$ cat config.mk
export PLATFORM = sky130hd
export DESIGN_NAME = uart_receiver
export DESIGN_NICKNAME = d
export VERILOG_FILES = /design/src/rtl/uart_pkg.sv /design/src/rtl/uart_rx_sampler.sv /design/src/rtl/uart_receiver.sv
export SDC_FILE = /design/constraint.sdc
export NUM_CORES = 1
export LEC_CHECK = 0
export CAP_MARGIN = 25
export CORE_ASPECT_RATIO = 1.2
export CORE_MARGIN = 2
export CORE_UTILIZATION = 30
export DETAILED_ROUTE_END_ITERATION = 12
export PLACE_DENSITY_LB_ADDON = 0.25
export SYNTH_ARGS = -nofsm -noshare
export SYNTH_HDL_FRONTEND = slang
export SYNTH_SLANG_ARGS = --single-unit
export TNS_END_PERCENT = 10
$ cat constraint.sdc
create_clock -name clk -period 3 [get_ports clk]
set_input_delay 0.3 -clock clk [delete_from_list [all_inputs] [get_ports clk]]
set_output_delay 0.3 -clock clk [all_outputs]
set_load 0.05 [all_outputs]
$ cat src/rtl/uart_pkg.sv
// +----------------------------------------------------------------------------+
// | uart_pkg                                                                   |
// | Constants and state encoding shared by the UART receiver and transmitter.  |
// | Revision: 1.0                                                              |
// +----------------------------------------------------------------------------+
`timescale 1ns/1ps
`default_nettype none

package uart_pkg;

    localparam int UART_DATA_BITS = 8;

    typedef enum logic [2:0] {
        IDLE    = 3'd0,
        START   = 3'd1,
        DATA    = 3'd2,
        STOP    = 3'd3,
        WAIT_HI = 3'd4
    } rx_state_t;

endpackage

`default_nettype wire

$ cat src/rtl/uart_rx_sampler.sv
// +----------------------------------------------------------------------------+
// | uart_rx_sampler                                                            |
// | Synchronizes rx_serial_in and produces the bit value used for decisions;   |
// | RX_MAJORITY_VOTE_EN selects a 3-tap majority vote over recent samples.     |
// | Revision: 1.0                                                              |
// +----------------------------------------------------------------------------+
`timescale 1ns/1ps
`default_nettype none

module uart_rx_sampler #(
    parameter int SYNC_STAGES = 2
) (
    input  logic clk,
    input  logic rst_n,
    input  logic rx_serial_in,
    output logic rxs,
    output logic bit_val
);

    logic [SYNC_STAGES-1:0] sync_q;
    logic [SYNC_STAGES-1:0] sync_d;

    always_comb begin
        sync_d = {sync_q[SYNC_STAGES-2:0], rx_serial_in};
    end

    // Chain resets to idle-high so reset release never looks like a start edge.
    always_ff @(posedge clk or negedge rst_n) begin
        if (!rst_n) begin
            sync_q <= '1;
        end else begin
            sync_q <= sync_d;
        end
    end

    assign rxs = sync_q[SYNC_STAGES-1];

`ifdef RX_MAJORITY_VOTE_EN
    logic [1:0] hist_q;
    logic [1:0] hist_d;

    always_comb begin
        hist_d = {hist_q[0], rxs};
    end

    always_ff @(posedge clk or negedge rst_n) begin
        if (!rst_n) begin
            hist_q <= 2'b11;
        end else begin
            hist_q <= hist_d;
        end
    end

    assign bit_val = (rxs & hist_q[0]) | (rxs & hist_q[1]) | (hist_q[0] & hist_q[1]);
`else
    assign bit_val = rxs;
`endif

endmodule

`default_nettype wire

$ cat src/rtl/uart_receiver.sv
// +----------------------------------------------------------------------------+
// | uart_receiver                                                              |
// | 8N1 UART receiver with one-entry ready/valid holding register, framing     |
// | error and overrun pulses. Optional macro: RX_MAJORITY_VOTE_EN.             |
// | Revision: 1.0                                                              |
// +----------------------------------------------------------------------------+
`timescale 1ns/1ps
`default_nettype none

module uart_receiver
    import uart_pkg::*;
#(
    parameter int OVERSAMPLE  = 16,
    parameter int SYNC_STAGES = 2
) (
    input  logic       clk,
    input  logic       rst_n,
    input  logic       rx_serial_in,
    input  logic       rx_data_ready,
    output logic       rx_data_valid,
    output logic [7:0] rx_data,
    output logic       rx_frame_err,
    output logic       rx_overrun
);

    localparam int                CNT_W     = $clog2(OVERSAMPLE);
    localparam int                IDX_W     = $clog2(UART_DATA_BITS);
    localparam logic [CNT_W-1:0]  HALF_LAST = CNT_W'(OVERSAMPLE / 2 - 1);
    localparam logic [CNT_W-1:0]  FULL_LAST = CNT_W'(OVERSAMPLE - 1);
    localparam logic [IDX_W-1:0]  LAST_IDX  = IDX_W'(UART_DATA_BITS - 1);

    logic rxs;
    logic bit_val;

    uart_rx_sampler #(
        .SYNC_STAGES (SYNC_STAGES)
    ) u_sampler (
        .clk          (clk),
        .rst_n        (rst_n),
        .rx_serial_in (rx_serial_in),
        .rxs          (rxs),
        .bit_val      (bit_val)
    );

    rx_state_t                 state_q, state_d;
    logic [CNT_W-1:0]          cnt_q, cnt_d;
    logic [IDX_W-1:0]          bit_idx_q, bit_idx_d;
    logic [UART_DATA_BITS-1:0] shreg_q, shreg_d;
    logic [UART_DATA_BITS-1:0] data_q, data_d;
    logic                      valid_q, valid_d;
    logic                      frame_err_q, frame_err_d;
    logic                      overrun_q, overrun_d;
    logic                      deliver;

    always_comb begin
        state_d     = state_q;
        cnt_d       = cnt_q + 1'b1;
        bit_idx_d   = bit_idx_q;
        shreg_d     = shreg_q;
        data_d      = data_q;
        valid_d     = valid_q;
        frame_err_d = 1'b0;
        overrun_d   = 1'b0;
        deliver     = 1'b0;

        if (valid_q && rx_data_ready) begin
            valid_d = 1'b0;
        end

        case (state_q)
            IDLE: begin
                cnt_d = '0;
                if (!rxs) begin
                    state_d = START;
                end
            end
            START: begin
                if (cnt_q == HALF_LAST) begin
                    cnt_d     = '0;
                    bit_idx_d = '0;
                    state_d   = bit_val ? IDLE : DATA;
                end
            end
            DATA: begin
                if (cnt_q == FULL_LAST) begin
                    cnt_d   = '0;
                    shreg_d = {bit_val, shreg_q[UART_DATA_BITS-1:1]};
                    if (bit_idx_q == LAST_IDX) begin
                        state_d = STOP;
                    end else begin
                        bit_idx_d = bit_idx_q + 1'b1;
                    end
                end
            end
            STOP: begin
                // Leaving at mid-stop leaves half a bit to catch a back-to-back start edge.
                if (cnt_q == FULL_LAST) begin
                    cnt_d = '0;
                    if (bit_val) begin
                        state_d = IDLE;
                        deliver = 1'b1;
                    end else begin
                        frame_err_d = 1'b1;
                        state_d     = WAIT_HI;
                    end
                end
            end
            WAIT_HI: begin
                cnt_d = '0;
                if (rxs) begin
                    state_d = IDLE;
                end
            end
            default: begin
                cnt_d   = '0;
                state_d = IDLE;
            end
        endcase

        // A byte may load in the same cycle the host consumes the previous one.
        if (deliver) begin
            if (!valid_q || rx_data_ready) begin
                data_d  = shreg_q;
                valid_d = 1'b1;
            end else begin
                overrun_d = 1'b1;
            end
        end
    end

    always_ff @(posedge clk or negedge rst_n) begin
        if (!rst_n) begin
            state_q     <= IDLE;
            cnt_q       <= '0;
            bit_idx_q   <= '0;
            shreg_q     <= '0;
            data_q      <= '0;
            valid_q     <= 1'b0;
            frame_err_q <= 1'b0;
            overrun_q   <= 1'b0;
        end else begin
            state_q     <= state_d;
            cnt_q       <= cnt_d;
            bit_idx_q   <= bit_idx_d;
            shreg_q     <= shreg_d;
            data_q      <= data_d;
            valid_q     <= valid_d;
            frame_err_q <= frame_err_d;
            overrun_q   <= overrun_d;
        end
    end

    assign rx_data_valid = valid_q;
    assign rx_data       = data_q;
    assign rx_frame_err  = frame_err_q;
    assign rx_overrun    = overrun_q;

endmodule

`default_nettype wire

# Yosys cells after proc, flatten, opt, wreduce, memory -nomap -nowiden
# Index checks and enable logic that the tools add are counted.
[word_totals]
register_bits = 31
inputBits = 4
output_inout_bits = 11
wordCells = 62
[classes]
n_addsub = 2
eq_ne = 14
mux = 27
n_reduce_logical = 10
[op_table]
columns = ["op", "count"]
rows = [
  ["$mux W3", 10],
  ["$pmux W3 S5", 1],
  ["$ne A2 B2 Y1 const B", 6],
  ["$mux W1", 11],
  ["$mux W4", 2],
  ["$pmux W4 S2", 1],
  ["$eq A3 B2 Y1 const B", 2],
  ["$eq A3 B3 Y1 const B", 2],
  ["$pmux W3 S2", 1],
  ["$reduce_and A6 Y1", 1],
  ["$add A4 B1 Y4 const B", 1],
  ["$eq A4 B3 Y1 const B", 1],
  ["$eq A4 B4 Y1 const B", 1],
  ["$reduce_and A2 Y1", 2],
  ["$reduce_and A4 Y1", 1],
  ["$add A3 B1 Y3 const B", 1],
  ["$eq A3 B1 Y1 const B", 1],
  ["$logic_not A3 Y1", 1],
  ["$mux W2", 1],
  ["$ne A2 B1 Y1 const B", 1],
  ["$reduce_bool A2 Y1", 1],
  ["$reduce_or A2 Y1", 1],
  ["$logic_and A1 B1 Y1", 1],
  ["$logic_not A1 Y1", 1],
  ["$logic_or A1 B1 Y1", 1],
]

# Longest topological paths before layout
# Gate-level depths: netlist of the first run.
[depth]
depth_word = 4
depth_mapped = 5
ltp_nobuf = 5

# By module
# Synthesis of the first run repeated with hierarchy kept, for this count alone.
[unflattened]
hier_cells = 101
hier_area_um2 = 1351.3
[by_module_without_submodules]
columns = ["module", "instances", "cells_per_inst", "area_per_inst_um2", "seq_area_each_um2"]
rows = [
  ["uart_receiver", 1, 98, 1291.2, 725.7],
  ["uart_rx_sampler", 1, 3, 60.1, 52.6],
]

# Worst setup path after synthesis of the first run
# OpenSTA, ideal clock, no wires.
[synth_timing]
path_type = "reg2reg"
from = "reg bit_idx_q[0]"
to = "reg bit_idx_q[0]"
setup_ns = 0.126
arrival_ns = 1.657
required_time_ns = 2.874
setup_slack_ns = 1.217
path_stages_with_launch = 6
path_buffers = 0
synth_period_minus_slack_ns = 1.783
cell_sequence = "dfrtp_1 ha_1 ha_1 or3b_1 a2111o_1 mux2i_1"
[synth_between]
elab_chain_cells = 4
elab_cells_between_ends = 7
classes_between = "add/sub (1); eq/ne (2); mux (3); reduce/logical (1)"
[synth_rtl]
columns = ["item", "line", "rtl"]
rows = [
  ["start, declared", "uart_receiver.sv:47", "logic [IDX_W-1:0] bit_idx_q, bit_idx_d;"],
  ["start signal, assigned", "uart_receiver.sv:144", "bit_idx_q <= bit_idx_d;"],
  ["$add A3 B1 Y3", "uart_receiver.sv:91", "bit_idx_d = bit_idx_q + 1'b1;"],
  ["$mux W3", "uart_receiver.sv:88", "if (bit_idx_q == LAST_IDX) begin"],
  ["$mux W3", "uart_receiver.sv:85", "if (cnt_q == FULL_LAST) begin"],
  ["$pmux W3 S2", "uart_receiver.sv:70", "case (state_q)"],
]
# Several ways; a longest one is shown, not always the timed one. The select of a mux whose other input is x is not followed.
# A chain may end at the register's enable or synchronous reset.

# Worst setup path in the final report of the first run
[layout_timing]
from = "reg bit_idx_q[0]"
to = "reg bit_idx_q[2]"
# Same word-level chain as after synthesis.

==> results by group, run 1 <==
Outcome
  • Outcome: finished clean

Floorplan
  • I/O pin count: 15
  • CORE AREA: 4260 sq um
  • Die footprint: 4960 sq um
  • Die width: 64.6 um
  • Rows: 26
  • Initial Utilization: 31.0%
  • Die height: 76.7 um

Placed design
  • GPL Wtd Cong: 0.687
  • Placed Cells incl. Taps: 172
  • Area after DPL: 1520 sq um
  • Dpl ws: 1.10 ns
  • PortBufs: 14
  • DP HPWL: 1650 um

STA
  • Final TNS setup: 0 ns
  • Unrepaired setup endpoints after global routing: no
  • Worst slew pin tran: 0.507 ns
  • Worst clock skew: 0.00156 ns
  • Fin. Hold Viols: 0
  • FMAX: 531 MHz
  • Hold slack final: 0.357 ns
  • Slew Limit Fails: 0
  • Final worst slack: 1.12 ns
  • Final Setup Violations: 0
  • Final worst path period need: 1.88 ns
  • Max transition margin: 66.1%
  • Tcrit/Tclk final: 62.8%

Yosys
  • Asr flop ratio synth: 100%
  • Area leader, netlist: dfrtp_1
  • #FFs+latches synth: 31
  • Post-synthesis adder-cell area fraction: 2.84%
  • Register area share after synthesis: 58.8%
  • Area fraction in and, or, nand and nor cells after synthesis: 13.6%
  • Dominant cells by area after synthesis: dfrtp_1 (55%), mux2_2 (14%), dfstp_2 (4.0%)
  • Compound-Gate Fraction of Synth Area: 3.31%
  • Yosys warns: 0
  • Mux share of post-synthesis cell area: 16.7%
  • Syn_nets: 112
  • Xor/xnor share of the synthesized area: 1.99%
  • Ys flop type: dfrtp_1
  • Largest family of logic cells by synthesized area: multiplexers
  • Yosys cell types: 30
  • Synth top area share: 54.9%
  • Post-synth EDFFs: 0
  • Most frequent cell after synthesis: dfrtp_1
  • Mapped cell area: 1320 sq um
  • Syn Area/Cell: 12.6 sq um
  • Synth Instances: 105
  • Top cells by count, synth: dfrtp_1 (29), mux2_2 (17), nand2_1 (8), nor2_1 (7), inv_1 (5)

Detailed routing
  • Vias: 833
  • Initial drt markers: 6
  • Post-route ant nets: 0
  • DR vias/cell: 4.63
  • Wirelength per Cell: 13.2 um
  • DRT Pass-1 Iters: 3
  • WL final: 2380 um
  • DRC violations left: 0

GRT
  • Vias in the first global route: 897
  • Gr usage total: 11.2%
  • Largest net degree at the start of global routing: 32
  • Gr ovfl total: 0
  • Antenna violations before repair: 0
  • Global-route wire length before repair: 4170 um

CTS
  • Post-CTS sizing: 0
  • Clk_lat worst skew: 0.27 ns
  • Setup repair bufs after CTS: 0
  • CTS sink count: 31
  • Number of buffers created by CTS: 5
  • Clk pin slew, worst setup/hold paths: 0.06 ns
  • Hold-fix buffers, CTS: 0
  • Clock Tree Root: clkbuf_8
  • CTS H-tree depth: 2
  • Clock Tree Buf Depth: 2
  • TritonCTS clock tree: built

Cells and area
  • Layout Utilization: 37.7%
  • Fin cells: 180
  • N_diodes: 0
  • Share of cells above drive strength 1: 23.4%
  • Filler Cell Count: 415
  • Design Area, Final: 1610 sq um
  • Final net count: 130
  • Syn-to-layout area delta: 21.4%

Job
  • Total of max-cap violations: 0

Power and ir drop
  • P per Cell Area: 665 nW/um^2
  • Total power draw: 1.07 mW
  • Leak Pwr: 0.769 nW
  • Max VDD drop: 0.286 mV

Worst setup path
  • Crit path max fanout: 3
  • Critical Path RT: 3.16 ns
  • WP data arrival: 2.04 ns
  • CP endpoint kind: register
  • CP Class: register to register
  • Startpoint Class: register

Hold path
  • Hold Crit Class: register to register
==> registers in the layout (all words and copies together), names as in the netlist <==
register,cells
bit_idx_q,3
rx_overrun,1
cnt_q,4
shreg_q,8
u_sampler.sync_q,2
rx_data_valid,1
rx_data,8
state_q,3
rx_frame_err,1
==> worst max-delay path, stage by stage, from the launching register on <==
cell and delay, ns:
dfrtp_1 0.39, ha_1 0.21, ha_1 0.19, or3b_1 0.34
a2111o_1 0.49, mux2i_1 0.15
==> where the power goes <==
group | internal [mW] | switching [mW] | total, mW
Combinational | 0.105 | 0.117 | 0.222
Sequential | 0.470 | 0.0703 | 0.540
Clock | 0.162 | 0.142 | 0.305
==> layer usage <==
layer	part of all wire (%)	wire length [um]	vias up	GRT usage, %
met4	2.4	56	0	5.11
met1	42	996	420	12.2
met3	4.0	96	7	4.11
li1	-	-	394	-
met5	0	0	-	0
met2	52	1230	12	19.1
==> area by class of cell <==
cell class	instances	area [sq um]	share of cell area, %
inverters	5	18.8	1.17
flip-flops and latches	31	778	48.5
multi-input cells	65	509	31.7
well taps	56	70.1	4.36
clock buffers	7	76.3	4.75
repair buffers	15	148	9.20
clock inverters	1	5.00	0.312
==> worst paths after layout <==
check / to / depth (start not counted) / from / slack, ns
min in group asynchronous: state_q[2]$_DFFE_PN0P_ / 2 / rst_n / 0.43
max in group asynchronous: u_sampler.sync_q[0]$_DFF_PN1_ / 2 / rst_n / 2.24
max: bit_idx_q[2]$_DFFE_PN0P_ / 5 / bit_idx_q[0]$_DFFE_PN0P_ / 1.12
min: u_sampler.sync_q[1]$_DFF_PN1_ / 0 / u_sampler.sync_q[0]$_DFF_PN1_ / 0.36
max reg2reg: bit_idx_q[2]$_DFFE_PN0P_ / 5 / bit_idx_q[0]$_DFFE_PN0P_ / 1.12
min reg2reg: u_sampler.sync_q[1]$_DFF_PN1_ / 0 / u_sampler.sync_q[0]$_DFF_PN1_ / 0.36
==> cells in the final DEF (no fill, tap or decap), drive strengths merged <==
| master | count |
|---|---|
| a2111o | 1 |
| a21oi | 2 |
| and2 | 1 |
| and3 | 1 |
| and3b | 1 |
| buf | 1 |
| clkbuf | 7 |
| clkdlybuf4s50 | 14 |
| clkinv | 1 |
| dfrtp | 29 |
| dfstp | 2 |
| ha | 3 |
| inv | 5 |
| mux2 | 17 |
| mux2i | 3 |
| nand2 | 8 |
| nand2b | 1 |
| nand3 | 1 |
| nand4 | 3 |
| nand4b | 1 |
| nor2 | 7 |
| nor2b | 1 |
| nor3 | 4 |
| nor3b | 1 |
| o211ai | 2 |
| o21bai | 1 |
| or2 | 1 |
| or2b | 1 |
| or3b | 1 |
| xnor2 | 1 |
| xor2 | 2 |
==> kinds of logic (layout without fill, tap and decap cells) <==
logic type | Yosys count | after routing
fa+ha+maj | 3 | 3
mux | 20 | 20
simple gates | 33 | 33
flops | 31 | 31
buf+inv | 9 | 28
xor+xnor | 3 | 3
compound gates | 6 | 6
Power figures use the tool's default switching activity.
==> inputs of run 2 (changes only) <==
==> constraint.sdc (replaced) <==
create_clock -name clk -period 1.8 [get_ports clk]
set_input_delay 0.18 -clock clk [delete_from_list [all_inputs] [get_ports clk]]
set_output_delay 0.18 -clock clk [all_outputs]
set_load 0.05 [all_outputs]
==> run 2 against run 1 <==
  * Hold slack lost 0.045 ns
  * Clock skew up 0.0050 ns
  * Core utilization increased by 1.5 points
  * Sequential power rose by 64%
  * Clock power up 80%
  * Non-clock buffer count increased by 5
  * Design area up 4.1%
  * Fmax increased by 5.3%
  * Register-to-register slack lost 1.1 ns
  * Critical path type unchanged
  * Critical endpoint is now bit_idx_q[0]$_DFFE_PN0P_
  * Largest power group unchanged
  * Highest routed layer is now met3
==> results by group, run 2 (synthesized netlist as in run 1, its figures left out) <==
Placed design
  • DP HPWL: 1580 um
  • PortBufs: 14
  • GPL Wtd Cong: 0.690
  • Placed Cells incl. Taps: 176
  • Dpl ws: -0.0667 ns

STA
  • FMAX: 559 MHz
  • Fin. Hold Viols: 0
  • Slew Limit Fails: 0
  • Final Setup Violations: 0
  • Worst clock skew: 0.00658 ns
  • Unrepaired setup endpoints after global routing: yes
  • Worst slew pin tran: 0.497 ns
  • Max transition margin: 66.7%
  • Final worst path period need: 1.79 ns
  • Tcrit/Tclk final: 99.4%
  • Final worst slack: 0.0107 ns
  • Hold slack final: 0.312 ns

Outcome
  • Outcome: finished clean

Floorplan
  • CORE AREA: 4260 sq um
  • Die width: 64.6 um
  • Die footprint: 4960 sq um
  • Rows: 26
  • Die height: 76.7 um
  • Initial Utilization: 31.0%
  • I/O pin count: 15

Detailed routing
  • Vias: 847
  • Initial drt markers: 46
  • DR vias/cell: 4.58
  • WL final: 2260 um
  • DRC violations left: 0
  • Wirelength per Cell: 12.2 um
  • Post-route ant nets: 0
  • DRT Pass-1 Iters: 4

GRT
  • Gr ovfl total: 0
  • Largest net degree at the start of global routing: 32
  • Gr usage total: 10.6%
  • Vias in the first global route: 851
  • Global-route wire length before repair: 4020 um
  • Antenna violations before repair: 0

Worst setup path
  • CP cell instances: ha_2 > ha_2 > or3b_1 > a2111o_1 > mux2i_1
  • WP buf/inv: 0
  • Critical Path RT: 1.96 ns
  • Worst path depth: 5
  • Reg-to-Reg Start: bit_idx_q[1]$_DFFE_PN0P_
  • Slowest stage cell, crit path: a2111o_1
  • Crit path max-delay family: compound AO/OA/AOI/OAI gates
  • Worst path most repeated cell: ha_2
  • Startpoint Class: register
  • CP endpoint kind: register
  • CP Class: register to register
  • WP data arrival: 1.94 ns
  • Worst Setup SP: bit_idx_q[1]$_DFFE_PN0P_
  • Slowest Stage Delay on Critical Path: 0.44 ns
  • Crit path max fanout: 3
  • R2R depth: 5

Cells and area
  • Most common cell after layout, fill and taps aside: dfrtp_1
  • Fin cells: 185
  • Final net count: 135
  • Layout Utilization: 39.2%
  • Commonest non-fill, non-tap cells in the layout: dfrtp_1 (29), mux2_2 (17), clkdlybuf4s50_1 (14), nand2_1 (8), nor2_1 (7)
  • N_diodes: 0
  • Share of cells above drive strength 1: 28.7%
  • Syn-to-layout area delta: 26.3%

CTS
  • CTS H-tree depth: 2
  • CTS sink count: 31
  • Clk_lat worst skew: 0.28 ns
  • Clock Tree Buf Depth: 2
  • Clk pin slew, worst setup/hold paths: 0.06 ns
  • Hold-fix buffers, CTS: 0
  • Number of buffers created by CTS: 5
  • TritonCTS clock tree: built
  • Clock Tree Root: clkbuf_8

Job
  • Total of max-cap violations: 0

Hold path
  • Hold Crit Class: input port to asynchronous set/reset pin

Power and ir drop
  • Max VDD drop: 0.552 mV
  • Total power draw: 1.85 mW
  • Leak Pwr: 0.800 nW
  • P per Cell Area: 1110 nW/um^2
-- run 2: cell types whose count changed in the layout (fill, tap and decap cells not counted), sizes merged --
| cell | change |
|---|---|
| buf | +5 |
-- run 2: where the power goes --
group,leakage [nW],internal (mW),switching (mW),total (mW)
clock,0.0482,0.308,0.241,0.549
combinational,0.339,0.205,0.213,0.418
sequential,0.413,0.784,0.101,0.885
total,0.800,1.30,0.555,1.85
-- run 2: routing by layer --
metal  global-route usage [%]  vias up  wire length, um
met4                     3.83        0                0
met5                        0        -                0
li1                         -      405                -
met3                     3.52        0               84
met2                     16.8       13             1230
met1                     13.3      429              949
-- run 2: per-stage QoR --
stage	instance area, sq um	setup TNS (ns)
2_1_floorplan	1320	0
3_3_place_gp	1570	-0.0148
3_5_place_dp	1570	-0.188
4_1_cts	1670	-0.00196
5_1_grt	1670	-0.194
6_report	1670	0
-- run 2: final timing paths --
| check | endpoint | slack [ns] |
|---|---|---|
| setup / recovery | bit_idx_q[0]$_DFFE_PN0P_ | 0.01 |
| hold / removal | cnt_q[2]$_DFF_PN0_ | 0.31 |
| setup reg to reg | bit_idx_q[0]$_DFFE_PN0P_ | 0.01 |
| hold reg to reg | u_sampler.sync_q[1]$_DFF_PN1_ | 0.36 |
| max in group asynchronous | u_sampler.sync_q[1]$_DFF_PN1_ | 1.17 |
| min in group clk | u_sampler.sync_q[0]$_DFF_PN1_ | 0.32 |
-- run 2: final cells by class --
cell class / count / area (sq um)
Multi-Input combinational cell: 65 / 514
Sequential cell: 31 / 778
Clock buffer: 7 / 86.3
Inverter: 5 / 18.8
Tap cell: 56 / 70.1
Fill cell: 409 / 2590
Timing Repair Buffer: 20 / 198
Clock inverter: 1 / 5.00
-- run 2: worst register-to-register path, cell delays in order, from the launching register on --
cell	delay [ns]
dfrtp_1	0.38
ha_2	0.18
ha_2	0.16
or3b_1	0.37
a2111o_1	0.44
mux2i_1	0.15
-- run 2: what timing repair did --
item                                    4_1_cts  5_1_grt
gates resized for setup                       2        0
endpoints found under the setup margin        3        3
buffers inserted                              1        0
pin swaps                                     3        0
==> inputs of run 3 (changes only) <==
--- a/config.mk
+++ b/config.mk
@@ -9,6 +9,7 @@
 export CORE_ASPECT_RATIO = 1.2
 export CORE_MARGIN = 2
 export CORE_UTILIZATION = 30
+export CTS_BUF_LIST = sky130_fd_sc_hd__clkbuf_2
 export DETAILED_ROUTE_END_ITERATION = 12
 export PLACE_DENSITY_LB_ADDON = 0.25
 export SYNTH_ARGS = -nofsm -noshare
==> run 3 against run 2 <==
  * Sequential share of layout area rose by 0.85 points
  * Cell count did not move
  * Non-clock buffer count did not move
  * Core utilization fell by 0.70 points
  * Worst setup slack got worse by 0.0082 ns
  * Sequential cell count did not move
  * Critical path type unchanged
  * Clock-buffer cell count fell by 1
==> results by group, run 3 (synthesized netlist as in run 1, its figures left out) <==
Worst setup path
  • Worst path most repeated cell: ha_2
  • CP Class: register to register
  • WP data arrival: 2.05 ns
  • Slowest stage cell, crit path: a2111o_1
  • R2R setup slack: 0.002 ns
  • WP buf/inv: 0
  • FF-to-FF End: bit_idx_q[0]$_DFFE_PN0P_
  • Reg-to-Reg Start: bit_idx_q[1]$_DFFE_PN0P_
  • CP cell instances: ha_2 > ha_2 > or3b_1 > a2111o_1 > mux2i_1
  • Startpoint Class: register
  • Slowest Stage Delay on Critical Path: 0.44 ns
  • Crit path max fanout: 3
  • Crit path max-delay family: compound AO/OA/AOI/OAI gates
  • Critical Path RT: 2.06 ns
  • R2R depth: 5
  • CP endpoint kind: register

Detailed routing
  • Vias: 842
  • DRC violations left: 0
  • Initial drt markers: 40
  • DRT Pass-1 Iters: 3
  • WL final: 2260 um
  • DR vias/cell: 4.55
  • Post-route ant nets: 0
  • Wirelength per Cell: 12.2 um

Power and ir drop
  • Max VDD drop: 0.381 mV
  • P per Cell Area: 998 nW/um^2
  • Leak Pwr: 0.951 nW

Floorplan
  • Die width: 64.6 um
  • Die height: 76.7 um
  • Initial Utilization: 31.0%
  • I/O pin count: 15
  • Rows: 26
  • Die footprint: 4960 sq um
  • CORE AREA: 4260 sq um

Cells and area
  • Design Area, Final: 1640 sq um
  • Share of cells above drive strength 1: 28.7%
  • Most common cell after layout, fill and taps aside: dfrtp_1
  • Final net count: 135
  • Syn-to-layout area delta: 24.0%
  • Commonest non-fill, non-tap cells in the layout: dfrtp_1 (29), mux2_2 (17), dlymetal6s2s_1 (9), nand2_1 (8), nor2_1 (7)
  • N_diodes: 0
  • Layout Utilization: 38.5%

STA
  • Hold slack final: 0.186 ns
  • Slew Limit Fails: 0
  • Worst clock skew: 0.0184 ns
  • Fin. Hold Viols: 0
  • Final worst path period need: 1.80 ns
  • Unrepaired setup endpoints after global routing: yes
  • Tcrit/Tclk final: 99.9%
  • Final Setup Violations: 0
  • Worst slew pin tran: 0.506 ns
  • Final TNS setup: 0 ns
  • Max transition margin: 66.2%
  • FMAX: 556 MHz
  • Final worst slack: 0.00245 ns

CTS
  • Hold-fix buffers, CTS: 0
  • Clock Tree Buf Depth: 2
  • Clock Tree Root: clkbuf_2
  • Number of buffers created by CTS: 5
  • TritonCTS clock tree: built
  • CTS sink count: 31
  • Clk_lat worst skew: 0.37 ns
  • CTS H-tree depth: 2
  • Clk pin slew, worst setup/hold paths: 0.17 ns

Placed design
  • Dpl ws: -0.0667 ns
  • DP HPWL: 1580 um
  • GPL Wtd Cong: 0.690
  • PortBufs: 14
  • Area after DPL: 1570 sq um

GRT
  • Global-route wire length before repair: 4020 um
  • Vias in the first global route: 858
  • Largest net degree at the start of global routing: 32
  • Gr ovfl total: 0
  • Antenna violations before repair: 0
  • Gr usage total: 10.6%

Outcome
  • Outcome: finished clean

Job
  • Total of max-cap violations: 0

Hold path
  • Hold Crit Class: input port to asynchronous set/reset pin
==> run 3: what timing repair did <==
| action | CTS | global route |
|---|---|---|
| setup buffers | 1 | 0 |
| setup endpoints to repair | 3 | 12 |
| resized for setup | 2 | 9 |
| pin swaps | 3 | 0 |
==> run 3: worst max-delay path by stage <==
| stage | startpoint | to | cells after the start |
|---|---|---|---|
| global placement | bit_idx_q[0]$_DFFE_PN0P_ | bit_idx_q[1]$_DFFE_PN0P_ | 5 |
| global route | bit_idx_q[1]$_DFFE_PN0P_ | bit_idx_q[0]$_DFFE_PN0P_ | 5 |
| finish | bit_idx_q[1]$_DFFE_PN0P_ | bit_idx_q[0]$_DFFE_PN0P_ | 5 |
| floorplan | bit_idx_q[0]$_DFFE_PN0P_ | bit_idx_q[0]$_DFFE_PN0P_ | 5 |
| detailed placement | bit_idx_q[0]$_DFFE_PN0P_ | bit_idx_q[0]$_DFFE_PN0P_ | 5 |
| CTS | bit_idx_q[0]$_DFFE_PN0P_ | bit_idx_q[0]$_DFFE_PN0P_ | 5 |
==> run 3: per-layer routing <==
layer	track usage, %	part of all wire, %	vias up
met4	3.83	1.4	0
met5	0	0	-
li1	-	-	404
met2	16.8	51	13
met3	3.96	3.9	3
met1	13.1	43	422
==> run 3: power breakdown <==
| group | internal (mW) | switching (mW) | leakage, nW |
|---|---|---|---|
| Combinational | 0.205 | 0.214 | 0.508 |
| Clock | 0.0955 | 0.239 | 0.0304 |
| Sequential | 0.782 | 0.102 | 0.413 |
==> run 3: final cells by class <==
type,count,area (sq um)
multi-input cells,65,514
well taps,56,70.1
inverters,5,18.8
clock inverters,2,8.76
repair buffers,20,220
clock buffers,6,30.0
fillers,416,2620
flip-flops and latches,31,778
==> run 3: metrics by stage <==
stage                     cells  power (mW)
final                       185        1.64
after global placement      176        1.29
after CTS                   185        1.65
after detailed placement    176        1.31
after global routing        185        1.76
after floorplan             105        1.18
